**config.mk**
```make
export PLATFORM = sky130hd
export DESIGN_NAME = fma16_result_stage
export DESIGN_NICKNAME = d
export VERILOG_FILES = /design/src/rtl/fma16_pkg.sv /design/src/rtl/fma16_skid_buf.sv /design/src/rtl/fma16_result_stage.sv
export SDC_FILE = /design/constraint.sdc
export NUM_CORES = 1
export LEC_CHECK = 0
export ABC_AREA = 0
export CORE_ASPECT_RATIO = 0.5
export CORE_MARGIN = 5
export CORE_UTILIZATION = 43
export DETAILED_ROUTE_END_ITERATION = 8
export PLACE_DENSITY = 0.82
export SYNTH_ARGS = -nofsm -noshare
export SYNTH_HDL_FRONTEND = slang
export SYNTH_SLANG_ARGS = --single-unit
```
**constraint.sdc**
```tcl
create_clock -name clk -period 2.5 [get_ports clk]
set_clock_uncertainty 0.1 [all_clocks]
set_input_delay 0.5 -clock clk [delete_from_list [all_inputs] [get_ports clk]]
set_output_delay 0.5 -clock clk [all_outputs]
set_load 0.03 [all_outputs]
```
**src/rtl/fma16_pkg.sv**
```systemverilog
// Shared fp16 constants, flag ordering and the result-stage entry type
// used throughout the fma16 output path.
package fma16_pkg;

    localparam int EXP_W  = 5;
    localparam int MAN_W  = 10;
    localparam int FP_W   = 16;
    localparam int FLAG_W = 4;

    localparam logic [FP_W-1:0] NAN_CANON = 16'h7e00;
    localparam logic [FP_W-1:0] INF_P     = 16'h7c00;
    localparam logic [FP_W-1:0] INF_N     = 16'hfc00;

    typedef enum logic [1:0] {
        NX = 2'd0,
        UF = 2'd1,
        OF = 2'd2,
        NV = 2'd3
    } flag_idx_e;

    typedef struct packed {
        logic [FP_W-1:0]   result;
        logic [FLAG_W-1:0] flags;
    } entry_t;

    // Encoding mirrors {main_v, skid_v} so the state bits are the valid bits.
    typedef enum logic [1:0] {
        ST_EMPTY = 2'b00,
        ST_ONE   = 2'b10,
        ST_FULL  = 2'b11
    } buf_state_e;

    function automatic logic is_nan(input logic [FP_W-1:0] v);
        return (v[14:10] == 5'h1f) && (v[MAN_W-1:0] != '0);
    endfunction

    function automatic logic is_snan(input logic [FP_W-1:0] v);
        return is_nan(v) && !v[9];
    endfunction

    function automatic logic is_inf(input logic [FP_W-1:0] v);
        return (v[14:10] == 5'h1f) && (v[MAN_W-1:0] == '0);
    endfunction

endpackage

```
**src/rtl/fma16_skid_buf.sv**
```systemverilog
// Two-entry valid/ready skid buffer; o_ready comes straight from a register
// so upstream never sees a combinational path from i_ready.
import fma16_pkg::*;

module fma16_skid_buf (
    input  logic   clk,
    input  logic   rst_n,
    input  logic   i_valid,
    output logic   o_ready,
    input  entry_t i_data,
    output logic   o_valid,
    input  logic   i_ready,
    output entry_t o_data
);

    buf_state_e r_state;
    buf_state_e w_state_nxt;
    entry_t     r_main;
    entry_t     r_skid;
    logic       w_in_hs;
    logic       w_out_hs;
    logic       w_load_main;
    logic       w_load_skid;
    logic       w_skid_to_main;

    assign w_in_hs  = i_valid && !r_state[0];
    assign w_out_hs = r_state[1] && i_ready;

    always_ff @(posedge clk or negedge rst_n) begin
        if (!rst_n) begin
            r_state <= ST_EMPTY;
        end else begin
            r_state <= w_state_nxt;
        end
    end

    always_comb begin
        w_state_nxt    = r_state;
        w_load_main    = 1'b0;
        w_load_skid    = 1'b0;
        w_skid_to_main = 1'b0;
        case (r_state)
            ST_EMPTY: begin
                if (w_in_hs) begin
                    w_state_nxt = ST_ONE;
                    w_load_main = 1'b1;
                end
            end
            ST_ONE: begin
                if (w_in_hs && w_out_hs) begin
                    w_load_main = 1'b1;
                end else if (w_in_hs) begin
                    w_state_nxt = ST_FULL;
                    w_load_skid = 1'b1;
                end else if (w_out_hs) begin
                    w_state_nxt = ST_EMPTY;
                end
            end
            ST_FULL: begin
                if (w_out_hs) begin
                    w_state_nxt    = ST_ONE;
                    w_skid_to_main = 1'b1;
                end
            end
            default: w_state_nxt = ST_EMPTY;
        endcase
    end

    always_ff @(posedge clk or negedge rst_n) begin
        if (!rst_n) begin
            r_main <= '0;
            r_skid <= '0;
        end else begin
            if (w_load_main) begin
                r_main <= i_data;
            end else if (w_skid_to_main) begin
                r_main <= r_skid;
            end
            if (w_load_skid) begin
                r_skid <= i_data;
            end
        end
    end

    assign o_valid = r_state[1];
    assign o_ready = !r_state[0];
    assign o_data  = r_main;

endmodule

```
**src/rtl/fma16_result_stage.sv**
```systemverilog
// fma16 output stage: derives IEEE exception flags for each resolved result,
// buffers result+flags through a skid buffer and accumulates sticky flags.
import fma16_pkg::*;

module fma16_result_stage (
    input  logic              clk,
    input  logic              reset_n,
    input  logic              in_valid,
    output logic              in_ready,
    input  logic [FP_W-1:0]   x,
    input  logic [FP_W-1:0]   y,
    input  logic [FP_W-1:0]   z,
    input  logic [FP_W-1:0]   result,
    input  logic              special_case,
    input  logic              inexact_in,
    output logic              out_valid,
    input  logic              out_ready,
    output logic [FP_W-1:0]   out_result,
    output logic [FLAG_W-1:0] out_flags,
    input  logic              clear_flags,
    output logic [FLAG_W-1:0] sticky_flags
);

    logic [FLAG_W-1:0] w_flags;
    logic              w_nv;
    logic              w_of;
    logic              w_uf;
    logic              w_round_nx;
    logic              w_out_hs;
    entry_t            w_in_entry;
    entry_t            w_out_entry;
    logic [FLAG_W-1:0] r_sticky;

    // A canonical NaN with no NaN operand can only come from an invalid op.
    assign w_nv = is_snan(x) || is_snan(y) || is_snan(z) ||
                  ((result == NAN_CANON) && !is_nan(x) && !is_nan(y) && !is_nan(z));
    assign w_of = is_inf(result) && !is_inf(x) && !is_inf(y) && !is_inf(z) && !w_nv;
    assign w_round_nx = inexact_in && !special_case;
    assign w_uf = (result[14:10] == '0) && (result[MAN_W-1:0] != '0) && w_round_nx;

    always_comb begin
        w_flags     = '0;
        w_flags[NV] = w_nv;
        w_flags[OF] = w_of;
        w_flags[UF] = w_uf;
        w_flags[NX] = w_of || w_round_nx;
    end

    assign w_in_entry.result = result;
    assign w_in_entry.flags  = w_flags;

    fma16_skid_buf u_skid (
        .clk     (clk),
        .rst_n   (reset_n),
        .i_valid (in_valid),
        .o_ready (in_ready),
        .i_data  (w_in_entry),
        .o_valid (out_valid),
        .i_ready (out_ready),
        .o_data  (w_out_entry)
    );

    assign out_result = w_out_entry.result;
    assign out_flags  = w_out_entry.flags;
    assign w_out_hs   = out_valid && out_ready;

    // Clear takes effect before the OR so a same-cycle transfer survives.
    always_ff @(posedge clk or negedge reset_n) begin
        if (!reset_n) begin
            r_sticky <= '0;
        end else if (w_out_hs) begin
            r_sticky <= (clear_flags ? '0 : r_sticky) | out_flags;
        end else if (clear_flags) begin
            r_sticky <= '0;
        end
    end

    assign sticky_flags = r_sticky;

endmodule

```
After elaboration in Yosys (flattened, before gate mapping)
Cells that the tools add are included.

storage, ports and cells
  latch bits = 0
  output and inout bits = 26
  RAM bits = 0
  word-level logic and storage cells = 86
  bits in read-only memories = 0
  flip-flop bits (word level) = 46
  memories kept = 0

cells by class
  magnitude comparators = 0
  reduce and logical (&&, ||, !) cells = 51
  mux-type cells = 17
  add/sub/neg operators = 0
  shift operators = 0
  equality and inequality tests = 11
  multiply operators = 0
  bitwise logic cells = 1
  div/mod/pow operators = 0

operators with widths
  cell                                                                number
  10-bit zero test                                                    4
  20-bit 2-to-1 mux                                                   2
  10-bit nonzero test                                                 4
  1-bit logical AND                                                   23
  5-bit == test (second input constant)                               4
  16-bit by 15-bit == test with 1-bit output (second input constant)  1
  1-bit zero test                                                     12
  2-bit 2-to-1 mux                                                    5
  4-bit 2-to-1 mux                                                    2
  1-bit 2-to-1 mux                                                    6
  2-bit case mux with 3 select lines                                  1
  5-bit zero test                                                     1
  2-bit == test (second input constant)                               2
  1-bit logical OR                                                    4
  2-bit by 1-bit != test with 1-bit output (second input constant)    2
  4-bit OR                                                            1
  4-bit AND reduction                                                 1
  3-bit by 1-bit != test with 1-bit output (second input constant)    1
  2-bit zero test                                                     1
  2-bit != test (second input constant)                               1
  1-bit case mux with 2 select lines                                  1
  2-bit nonzero test                                                  1

Logic depth before layout (Yosys ltp)
  depth in word-level cells = 11
  gate-level depth with buffers = 8
  depth with buffers taken out = 7

By module
From an unflattened synthesis, not the netlist that was laid out.

second synthesis, totals
  cell total of the unflattened synthesis = 215
  area, all modules = 2377.3 um^2

modules (own cells, without submodules)
  module              sequential area each (um^2)  times used  cells each  area an instance (um^2)
  fma16_skid_buf      1051.0                       1           156         1960.6
  fma16_result_stage  100.1                        1           59          416.6

Least setup slack after synthesis
No wires, ideal clock.

  path kind = register -> register
  from = register u_skid.r_state[0]
  to = register u_skid.r_main (netlist bit u_skid.o_data[2])
  arrival time = 1.765 ns
  setup time = 0.137 ns
  setup slack = 0.498 ns
  stages on the path, launching flop included = 8
  period minus slack after synthesis = 2.002 ns
  path through = dfrtp_1 -> inv_1 -> ha_1 -> a21oi_1 -> nor2b_1 -> clkbuf_1 -> clkbuf_1 -> a21oi_1

on the way
  cells in the longest elaborated chain, start to end = 6

RTL lines
  what                                                            line                     RTL
  start, declared                                                 fma16_skid_buf.sv:16     buf_state_e r_state;
  start signal, assigned                                          fma16_skid_buf.sv:33     r_state <= w_state_nxt;
  1-bit zero test *                                               -
  named net in_ready                                              fma16_result_stage.sv:9  output logic in_ready,
  1-bit logical AND *                                             fma16_skid_buf.sv:26     assign w_in_hs = i_valid && !r_state[0];
  1-bit logical AND                                               fma16_skid_buf.sv:50     if (w_in_hs && w_out_hs) begin
  1-bit 2-to-1 mux                                                fma16_skid_buf.sv:50
  1-bit case mux with 2 select lines *                            fma16_skid_buf.sv:42     case (r_state)
  20-bit 2-to-1 mux / 2-bit nonzero test (equally long branches)  -
  end signal, assigned                                            fma16_skid_buf.sv:75     r_main <= i_data;
  end signal, assigned                                            fma16_skid_buf.sv:77     r_main <= r_skid;
  end, declared                                                   fma16_skid_buf.sv:18     entry_t r_main;

The timed path passes the listed nets; every way through them passes the cells marked *.
A chain may end at the register's enable or synchronous reset.

Worst setup path after layout
  from = input port result[5]
  to = register u_skid.r_skid[0] (netlist name)

on the way
  cells in the longest elaborated chain, start to end = 8

RTL lines
  what                                        line                      RTL
  start, declared                             fma16_result_stage.sv:13  input logic [FP_W-1:0] result,
  16-bit by 15-bit == test with 1-bit output  fma16_result_stage.sv:36  ((result == NAN_CANON) && !is_nan(x) && !is_nan(y) && !is_nan(z));
  1-bit logical AND (3 in a row)              fma16_result_stage.sv:36
  1-bit logical OR                            fma16_result_stage.sv:35  assign w_nv = is_snan(x) || is_snan(y) || is_snan(z) ||
  1-bit zero test                             fma16_result_stage.sv:37  assign w_of = is_inf(result) && !is_inf(x) && !is_inf(y) && !is_inf(z) && !w_nv;
  1-bit logical AND *                         fma16_result_stage.sv:37
  1-bit logical OR *                          fma16_result_stage.sv:46  w_flags[NX] = w_of || w_round_nx;
  end signal, assigned                        fma16_skid_buf.sv:80      r_skid <= i_data;
  end, declared                               fma16_skid_buf.sv:19      entry_t r_skid;

Every way passes the cells marked *; elsewhere a longest branch is shown, timed or not.

==> results.tsv <==
stage	metric	value	unit
outcome	outcome	complete, no violations	
timing	final slew viol count	0	
setup_path	worst-path fanout max	4	
clock_network	TritonCTS Buffers	5	
clock_network	worst-skew pair later-pin latency	0.29	ns
setup_path	Worst R2R End	u_skid.r_skid[19]$_DFFE_PN0P_	
floorplan	Core ar.	5045	sq um
timing	fin crit period	2.291	ns
power	Pwr per Cell Area	1011	nW/um^2
clock_network	H-tree depth	2	
layout	fin area	3463	sq um
timing	Worst Tran Pin Value	0.5815	ns
layout	Post-Layout Cell Count	387	
layout	FILL cells	380	
clock_network	clock sinks	46	
floorplan	die area	6993	sq um
power	maximum VDD drop	0.4886	mV
clock_network	CTS tree	done	
floorplan	I/O Pins	97	
global_route	pin count of the biggest net entering global routing	47	
synthesis	mapped cell area	2297	sq um
clock_network	number of hold buffers added after CTS	0	
synthesis	Synth top area share	50.11	%
timing	crit path setup slack, layout	0.2087	ns
timing	Slew HR	61.24	%
layout	share of cells above drive strength 1	15.77	%
setup_path	crit path kind	primary input to flop	
timing	hold_ws	0.1746	ns
setup_path	Worst Path Arrival	2.41	ns
setup_path	crit path to	u_skid.r_skid[0]$_DFFE_PN0P_	
setup_path	reg2reg start	u_skid.r_state[0]$_DFFE_PN0P_	
synthesis	Syn Area/Cell	10.73	sq um
clock_network	Root Buffer Master	clkbuf_8	
clock_network	CTS clk-pin slew, worst paths	0.09	ns
setup_path	R2R depth	5	
route	remaining antenna violation count after routing	0	
global_route	number of global-route vias before repair	2120	
route	vias per inst	5.052	
synthesis	Unique masters post-synth	34	
synthesis	largest area contributor in the netlist	dfrtp_1	
job	max_cap viols	0	
global_route	grt total ovfl	0	
floorplan	Die W	113.4	um
layout	fin nets	391	
placement	port bufs	93	
synthesis	Area contributors post-synth	dfrtp_1, mux2_2, mux2i_1	
global_route	first-pass GRT wire length	10.02	mm
layout	area growth from synthesis to layout	50.76	%
placement	RD Place Congestion	0.7846	
power	leakage	1.501	nW
floorplan	die span in y	61.69	um
synthesis	synthesized instance count	214	
timing	final setup vio count	0	
route	DR iter-0 viols	57	
route	WL/cell	15.84	um
synthesis	Synth Flop Type	dfrtp_1	
setup_path	flop2flop setup slack	0.61	ns
route	DRC violations left	0	
global_route	initial antenna violation count	0	
synthesis	Synth Register Bits	46	
floorplan	row count	18	
placement	placed insts	379	
timing	crit share post-route	91.65	%
setup_path	type of origin of the critical path	primary input	
floorplan	Starting Density	45.54	%
layout	ANT cells	0	
synthesis	post-synthesis net count	289	
timing	max frequency	436.4	MHz
clock_network	Clock Path Buffers	2	
placement	detailed placer's ending HPWL	4.930	mm
route	Detailed Route WL	6.129	mm
placement	Place WS	-0.2322	ns
route	1st-pass router iterations	4	
timing	final hold vios	0	
global_route	Total GRT Usage	18.20	%
synthesis	sequential area share after synthesis	50.11	%
synthesis	Post-synth EDFFs	0	
route	vias	1955	
synthesis	ys async rst share	100.0	%
synthesis	Yosys warning total	0	
setup_path	Critical Path Sink Type	flop	
placement	placed cell area	3371	sq um
hold_path	Min-Delay Path Class	primary input to asynchronous set/reset pin	
setup_path	crit path launch	result[5]	
setup_path	Req. time, crit path	2.62	ns
timing	unrepaired setup endpoints after global routing	false	
cell usage after synthesis (all sizes together), types with 2 or more instances:
cell type / number
a31oi: 2
mux2i: 18
or2b: 2
inv: 9
a211oi: 3
mux2: 17
or4: 5
clkbuf: 4
buf: 5
o21ai: 23
nor4b: 2
nor4: 6
nand4: 2
and3: 3
dfrtp: 46
a22o: 2
nor3: 2
nor2: 10
nand2: 30
a21oi: 4
nand3: 6
nor2b: 2
ha: 4
timing repair:
item | CTS | global route
gates resized for setup | 0 | 1
endpoints found under the setup margin | 0 | 4
setup buffers | 0 | 0
how the worst min path moves through the flow:
| stage | slack, ns | from | to |
|---|---|---|---|
| after floorplan | 0.10 | reset_n | sticky_flags[0]$_DFF_PN0_ |
| after global placement | 0.39 | u_skid.r_skid[9]$_DFFE_PN0P_ | u_skid.r_skid[9]$_DFFE_PN0P_ |
| after detailed placement | 0.40 | u_skid.r_skid[13]$_DFFE_PN0P_ | u_skid.r_skid[13]$_DFFE_PN0P_ |
| after CTS | 0.19 | reset_n | u_skid.o_data[18]$_DFFE_PN0P_ |
| after global routing | 0.22 | reset_n | u_skid.o_data[14]$_DFFE_PN0P_ |
| final | 0.17 | reset_n | u_skid.o_data[12]$_DFFE_PN0P_ |
cell type report:
| class | count | area (sq um) | share of cell area (%) |
|---|---|---|---|
| clock buffer | 6 | 72.57 | 2.095 |
| clock inverter | 2 | 13.76 | 0.3974 |
| inverter | 9 | 33.78 | 0.9754 |
| multi-input combinational | 150 | 1084 | 31.29 |
| sequential | 46 | 1151 | 33.24 |
| tap | 70 | 87.58 | 2.529 |
| timing repair buffer | 104 | 1021 | 29.48 |
cell usage in the layout (no fill, tap or decap), types with 2 or more instances in the layout:
cell type / n
a211oi_1: 3
a21oi_1: 4
a22o_1: 2
a31oi_1: 2
and3_1: 3
buf_4: 10
clkbuf_8: 5
clkdlybuf4s50_1: 92
dfrtp_1: 46
ha_1: 4
inv_1: 9
mux2_2: 17
mux2i_1: 18
nand2_1: 30
nand3_1: 6
nand4_2: 2
nor2_1: 9
nor3_1: 2
nor4_1: 4
nor4_4: 2
o21ai_0: 22
or2b_2: 2
or4_1: 3
or4_4: 2
kinds of logic after synthesis:
group	count (synthesis)	share of synthesized area (%)
adders and majority gates	4	2.179
muxes	35	16.18
buffers and inverters	18	3.213
AOI/OAI and AO/OA	37	9.314
and+or+nand+nor	73	18.63
xor gates and xnor gates	1	0.3813
DFF	46	50.11
metal layers:
metal	vias to the layer above	global-route usage, %	wire (um)
li1	963	-	-
met1	944	20.55	2522
met2	40	35.77	3307
met3	8	4.122	226
met4	0	5.137	74
met5	-	0	0
flip-flops by register name (all words and copies together), names as in the netlist:
| signal | count |
|---|---|
| sticky_flags | 4 |
| u_skid.r_state | 2 |
| u_skid.o_data | 20 |
| u_skid.r_skid | 20 |
where the power goes:
group / internal, mW / switching (mW) / total (mW)
Combinational: 0.833 / 0.936 / 1.77
Clock: 0.198 / 0.248 / 0.446
Sequential: 1.09 / 0.200 / 1.29
per-stage QoR:
stage | setup TNS [ns] | util [%] | total power, mW
2_1_floorplan | 0 | - | 2.316
3_3_place_gp | -0.1883 | 66.82 | 2.989
3_5_place_dp | -1.051 | 66.82 | 3.079
4_1_cts | 0 | 68.53 | 3.531
5_1_grt | 0 | 68.65 | 3.726
6_report | 0 | 68.65 | 3.502
worst max-delay path, stage by stage:
cell             delay (ns)
clkdlybuf4s50_1        0.42
nor4_1                 0.39
nand3_1                0.25
nor2_1                 0.19
nor4b_2                0.27
nand4_2                0.18
a31oi_1                0.21
Note: power is estimated with default switching activity, not from simulation.
